===== src/rtl/ex_muldiv_unit.sv =====
// rtl/ex_muldiv_unit.sv - iterative RV32M multiply/divide unit for the EX stage
// One shared 2*XLEN accumulator serves shift-add multiply and restoring divide.
module ex_muldiv_unit #(
  parameter int XLEN = 32
) (
  input  logic            clk,
  input  logic            rst,
  input  logic            start,
  input  logic [2:0]      funct3,
  input  logic [XLEN-1:0] op_a,
  input  logic [XLEN-1:0] op_b,
  input  logic            flush,
  output logic            busy,
  output logic            done,
  output logic [XLEN-1:0] result
);

  localparam int CW = $clog2(XLEN);

  typedef enum logic [1:0] {IDLE, CALC, FIX, DONE} state_t;

  state_t              state;
  logic [2:0]          op;
  logic                sign_a;
  logic                sign_b;
  logic [XLEN-1:0]     mag;
  logic [2*XLEN-1:0]   acc;
  logic [CW-1:0]       cnt;

  logic                is_div;
  logic                signed_a;
  logic                signed_b;
  logic                neg_a;
  logic                neg_b;
  logic [XLEN-1:0]     abs_a;
  logic [XLEN-1:0]     abs_b;
  logic                div_zero;
  logic                div_ovf;
  logic                special;
  logic [XLEN-1:0]     special_val;

  always_comb begin
    is_div   = funct3[2];
    signed_a = (funct3 == 3'd1) || (funct3 == 3'd2) || (funct3 == 3'd4) || (funct3 == 3'd6);
    signed_b = (funct3 == 3'd1) || (funct3 == 3'd4) || (funct3 == 3'd6);
    neg_a    = signed_a & op_a[XLEN-1];
    neg_b    = signed_b & op_b[XLEN-1];
    abs_a    = neg_a ? (~op_a + 1'b1) : op_a;
    abs_b    = neg_b ? (~op_b + 1'b1) : op_b;
    div_zero = is_div && (op_b == '0);
    div_ovf  = ((funct3 == 3'd4) || (funct3 == 3'd6)) &&
               (op_a == {1'b1, {(XLEN-1){1'b0}}}) && (op_b == {XLEN{1'b1}});
    special  = div_zero || div_ovf;
    // funct3[1] separates REM/REMU from DIV/DIVU within the divide group
    if (div_zero)
      special_val = funct3[1] ? op_a : {XLEN{1'b1}};
    else
      special_val = funct3[1] ? '0 : op_a;
  end

  // Multiply step: add multiplicand into the upper half when the multiplier LSB is set, then shift right.
  logic [XLEN:0]     mul_sum;
  logic [2*XLEN-1:0] mul_next;

  always_comb begin
    mul_sum  = {1'b0, acc[2*XLEN-1:XLEN]} + (acc[0] ? {1'b0, mag} : '0);
    mul_next = {mul_sum, acc[XLEN-1:1]};
  end

  // Divide step: upper half is the partial remainder, lower half shifts dividend out and quotient in.
  logic [XLEN:0]     div_shift;
  logic [XLEN:0]     div_diff;
  logic [2*XLEN-1:0] div_next;

  always_comb begin
    div_shift = {acc[2*XLEN-1:XLEN], acc[XLEN-1]};
    div_diff  = div_shift - {1'b0, mag};
    if (!div_diff[XLEN])
      div_next = {div_diff[XLEN-1:0], acc[XLEN-2:0], 1'b1};
    else
      div_next = {div_shift[XLEN-1:0], acc[XLEN-2:0], 1'b0};
  end

  logic [2*XLEN-1:0] prod;
  logic [XLEN-1:0]   quo;
  logic [XLEN-1:0]   rem;
  logic [XLEN-1:0]   fix_val;

  always_comb begin
    prod = (sign_a ^ sign_b) ? (~acc + 1'b1) : acc;
    quo  = (sign_a ^ sign_b) ? (~acc[XLEN-1:0] + 1'b1) : acc[XLEN-1:0];
    rem  = sign_a ? (~acc[2*XLEN-1:XLEN] + 1'b1) : acc[2*XLEN-1:XLEN];
    case (op)
      3'd0:                fix_val = prod[XLEN-1:0];
      3'd1, 3'd2, 3'd3:    fix_val = prod[2*XLEN-1:XLEN];
      3'd4, 3'd5:          fix_val = quo;
      default:             fix_val = rem;
    endcase
  end

  always_ff @(posedge clk) begin
    if (rst) begin
      state  <= IDLE;
      busy   <= 1'b0;
      done   <= 1'b0;
      result <= '0;
      op     <= '0;
      sign_a <= 1'b0;
      sign_b <= 1'b0;
      mag    <= '0;
      acc    <= '0;
      cnt    <= '0;
    end else if (flush) begin
      state <= IDLE;
      busy  <= 1'b0;
      done  <= 1'b0;
    end else begin
      case (state)
        IDLE, DONE: begin
          if (start) begin
            op     <= funct3;
            sign_a <= neg_a;
            sign_b <= neg_b;
            cnt    <= CW'(XLEN-1);
            if (special) begin
              result <= special_val;
              state  <= DONE;
              busy   <= 1'b0;
              done   <= 1'b1;
            end else begin
              mag   <= is_div ? abs_b : abs_a;
              acc   <= {{XLEN{1'b0}}, (is_div ? abs_a : abs_b)};
              state <= CALC;
              busy  <= 1'b1;
              done  <= 1'b0;
            end
          end else begin
            state <= IDLE;
            busy  <= 1'b0;
            done  <= 1'b0;
          end
        end
        CALC: begin
          acc <= op[2] ? div_next : mul_next;
          if (cnt == '0)
            state <= FIX;
          else
            cnt <= cnt - 1'b1;
        end
        FIX: begin
          result <= fix_val;
          state  <= DONE;
          busy   <= 1'b0;
          done   <= 1'b1;
        end
        default: begin
          state <= IDLE;
          busy  <= 1'b0;
          done  <= 1'b0;
        end
      endcase
    end
  end

endmodule

===== config.mk =====
export PLATFORM = sky130hd
export DESIGN_NAME = ex_muldiv_unit
export DESIGN_NICKNAME = d
export VERILOG_FILES = /design/src/rtl/ex_muldiv_unit.sv
export SDC_FILE = /design/constraint.sdc
export NUM_CORES = 1
export LEC_CHECK = 0
export BUFFER_PORTS_ARGS = -buffer_cell sky130_fd_sc_hd__buf_2
export CORE_AREA = 2 2 139 277
export CTS_BUF_LIST = sky130_fd_sc_hd__clkbuf_4
export CTS_CLUSTER_DIAMETER = 150
export DETAILED_ROUTE_END_ITERATION = 16
export DIE_AREA = 0 0 141 279
export PLACE_DENSITY = 0.62
export SLEW_MARGIN = 20
export SYNTH_ARGS = -nofsm -noshare
export SYNTH_HDL_FRONTEND = slang
export SYNTH_SLANG_ARGS = --single-unit
export TNS_END_PERCENT = 20

===== constraint.sdc =====
create_clock -name clk -period 3.51 [get_ports clk]
set_clock_uncertainty 0.05 [all_clocks]
set_input_delay 0.1755 -clock clk [delete_from_list [all_inputs] [get_ports clk]]
set_output_delay 0.1755 -clock clk [all_outputs]
set_load 0.03 [all_outputs]

==> impl_metrics.ini <==
[worst_setup_path]
crit_required_ps = 4030
cpPeakStageDelay_ps = 630
cp-end-kind = flip-flop
reg2reg_depth = 10
start_kind = flip-flop
r2r_setup_slack_ps = 40
cp_slowest_cell = or4_1
r2r-start = acc[8]
path_cells = or4_1, or4_1, buf_4, nor3_1, a21oi_1, xor2_1, a221oi_1, o21ai_0, o211ai_1, a21oi_1
arrival_ps = 3990
startpoint = acc[8]
cp_max_fo = 4
r2r_end = result[22]
criticalPathCategory = flip-flop to flip-flop

[layout]
most-common-layout-cells = nor2_1 (304), buf_4 (256), a21oi_1 (224)
nNetsFinal = 2512
drive_gt1_frac = 0.203
finalInstanceArea_mm2 = 0.0180
area_delta_synth_final_pct = 22.1
multi_input_area_mm2 = 0.0113
final_common_cell = nor2_1
ff_latch_area_mm2 = 0.00285
fill_cells = 3777

[yosys]
synthFlopType = dfxtp_1
synth_area_leaders = dfxtp_1 (19%), a21oi_1 (7.9%), nor2_1 (7.7%)
syn-cell-area_mm2 = 0.0148
synth_top_area_frac = 0.193
synth_seq_cells = 142
seq_area_frac_synth = 0.193
syn_nets = 2264
syn_avg_cell_area_um2 = 6.97
yosys.area.top_type = dfxtp_1
async_reset_ff_frac = 0
synth-edff-count = 0
syn_inst = 2117
yosysUniqueCellTypes = 71
yosysWarnings = 0

[clock_tree]
root_buffer = clkbuf_4
cts_sinks = 142
tritoncts = done
htreeDepth = 4
cts_buffer_depth = 2
cts_buffers = 17
insertion_delay_ps = 650
clk_pin_slew_ps = 150

[sta]
slew_headroom = 0.351
grt_setup_unrepaired = yes
fin_crit_sh = 0.989
finalSetupViolations = 0
fmax_ghz = 0.288
fin_hold_ws_ps = 41.1
min_period_ps = 3470
finalSetupTns_ps = 0
finalMaxSlewViolations = 0
finalHoldViolCount = 0
tightest_slew_ps = 968

[placement]
dpl-instance-area_mm2 = 0.0174
place_hpwl_mm = 55.8
globalplace.congestion = 1.10
port_buffers = 104

[global_route]
antenna_found_initial = 2
grt_pass1_wl_mm = 104
grt_usage = 0.351
grt_pass1_vias = 17300
grt_max_degree = 73
grt_overflow = 0

[floorplan]
fp.coreArea_mm2 = 0.0372
fp-row-count = 100
ios = 105
dieWidth_um = 141
start_util = 0.397
die_area_mm2 = 0.0393
die_y_um = 279

[drt]
met1_length_mm = 22.3
wl_met3_mm = 4.13
vias = 17500
drc = 0
wl_per_cell_um = 24.6
wirelength_mm = 69.8
drt_iter0_markers = 1371
top_layer = met5
ant_nets = 0
wl_met2_mm = 34.7
first_pass_iters = 5
via_per_inst = 6.15

[worst_hold_path]
hold_path.class = input pin to flip-flop
hold_path_depth = 6
hold_end = result[26]
hp-start = op_a[26]

[power_and_ir_drop]
cellLeakagePower_nw = 7.52
pwr_density_cell_mw_per_mm2 = 282
irDropWorstVdd_v = 0.000176

[run_status]
status = finished clean

[run]
maxCapViolations = 0
[how the worst max path moves through the flow]
stage,endpoint,slack (ps),depth (start not counted)
final,result[22],40,10
after global routing,result[12],-90,13
after CTS,acc[63],-2,15
after detailed placement,acc[60],-250,14
after global placement,acc[59],-90,14
after floorplan,acc[59],30,14
[state kept, by name (all words and copies together) (netlist names)]
signal and flops:
acc 64, mag 32, result 32, cnt 5, op 3, state 2
busy 1, done 1, sign_a 1, sign_b 1
[critical path, delay by kind of cell, from the launching register on]
kind	cells	cell delay [ps]
AO/OA/AOI/OAI	5	830
flip-flops	1	340
XOR/XNOR	1	520
buffers and inverters	1	180
AND/OR/NAND/NOR	3	1480
[metrics by stage]
step	power, mW	cells	setup slack [ps]	utilization
6_report	5.09	2837	38.4	0.485
5_1_grt	5.31	2837	-90.0	0.485
4_1_cts	5.00	2834	-2.26	0.480
3_5_place_dp	3.83	2790	-248	0.468
3_3_place_gp	3.82	2790	-88.7	0.468
2_1_floorplan	2.91	2117	25.2	-
[routing by layer]
layer | GRT usage | vias up
met2 | 0.625 | 762
met5 | 0 | -
met4 | 0.356 | 2
li1 | - | 8153
met3 | 0.0599 | 297
met1 | 0.326 | 8238
[timing repair]
item | CTS | global route
setup endpoints to repair | 34 | 35
gates resized for setup | 9 | 43
hold buffers | 13 | 0
buffers inserted | 0 | 1
endpoints found under the hold margin | 14 | 0
pin swaps | 0 | 13
[cell families after synthesis]
group	after synthesis	synth area share
flops	142	0.193
fa+ha+maj	76	0.0654
buf+inv	227	0.0590
xor+xnor	189	0.112
mux	76	0.0532
compound gates	676	0.293
simple gates	731	0.225
[where the power goes]
part	leakage [nW]	internal (mW)	switching, mW
Clock	0.150	0.441	0.721
Sequential	1.16	1.69	0.0858
Combinational	6.21	0.825	1.33
Total	7.52	2.96	2.13
[cell type report]
class                   instances  share of cell area
multi-input cells            1748               0.625
flip-flops and latches        142               0.158
repair buffers                384               0.154
well taps                     459              0.0319
inverters                      72              0.0150
clock buffers                  19             0.00791
clock inverters                12             0.00763
diodes                          1            0.000139
[Yosys cell counts (14+ instances only)]
master	n
nor2_1	304
a21oi_1	233
nand2_1	179
dfxtp_1	142
clkbuf_1	133
o21ai_0	114
xnor2_1	99
xor2_1	90
a211oi_1	74
ha_1	74
inv_1	71
nor3_1	63
mux2i_1	56
a21o_1	29
nand3_1	28
o31ai_1	28
o211ai_1	24
or3_1	24
nor4_1	23
mux2_2	20
nor2b_1	19
o21a_1	19
o221ai_1	19
nand4_1	18
o41ai_1	15
or4_1	15
o22ai_1	14
Note: power is estimated with default switching activity, not from simulation.
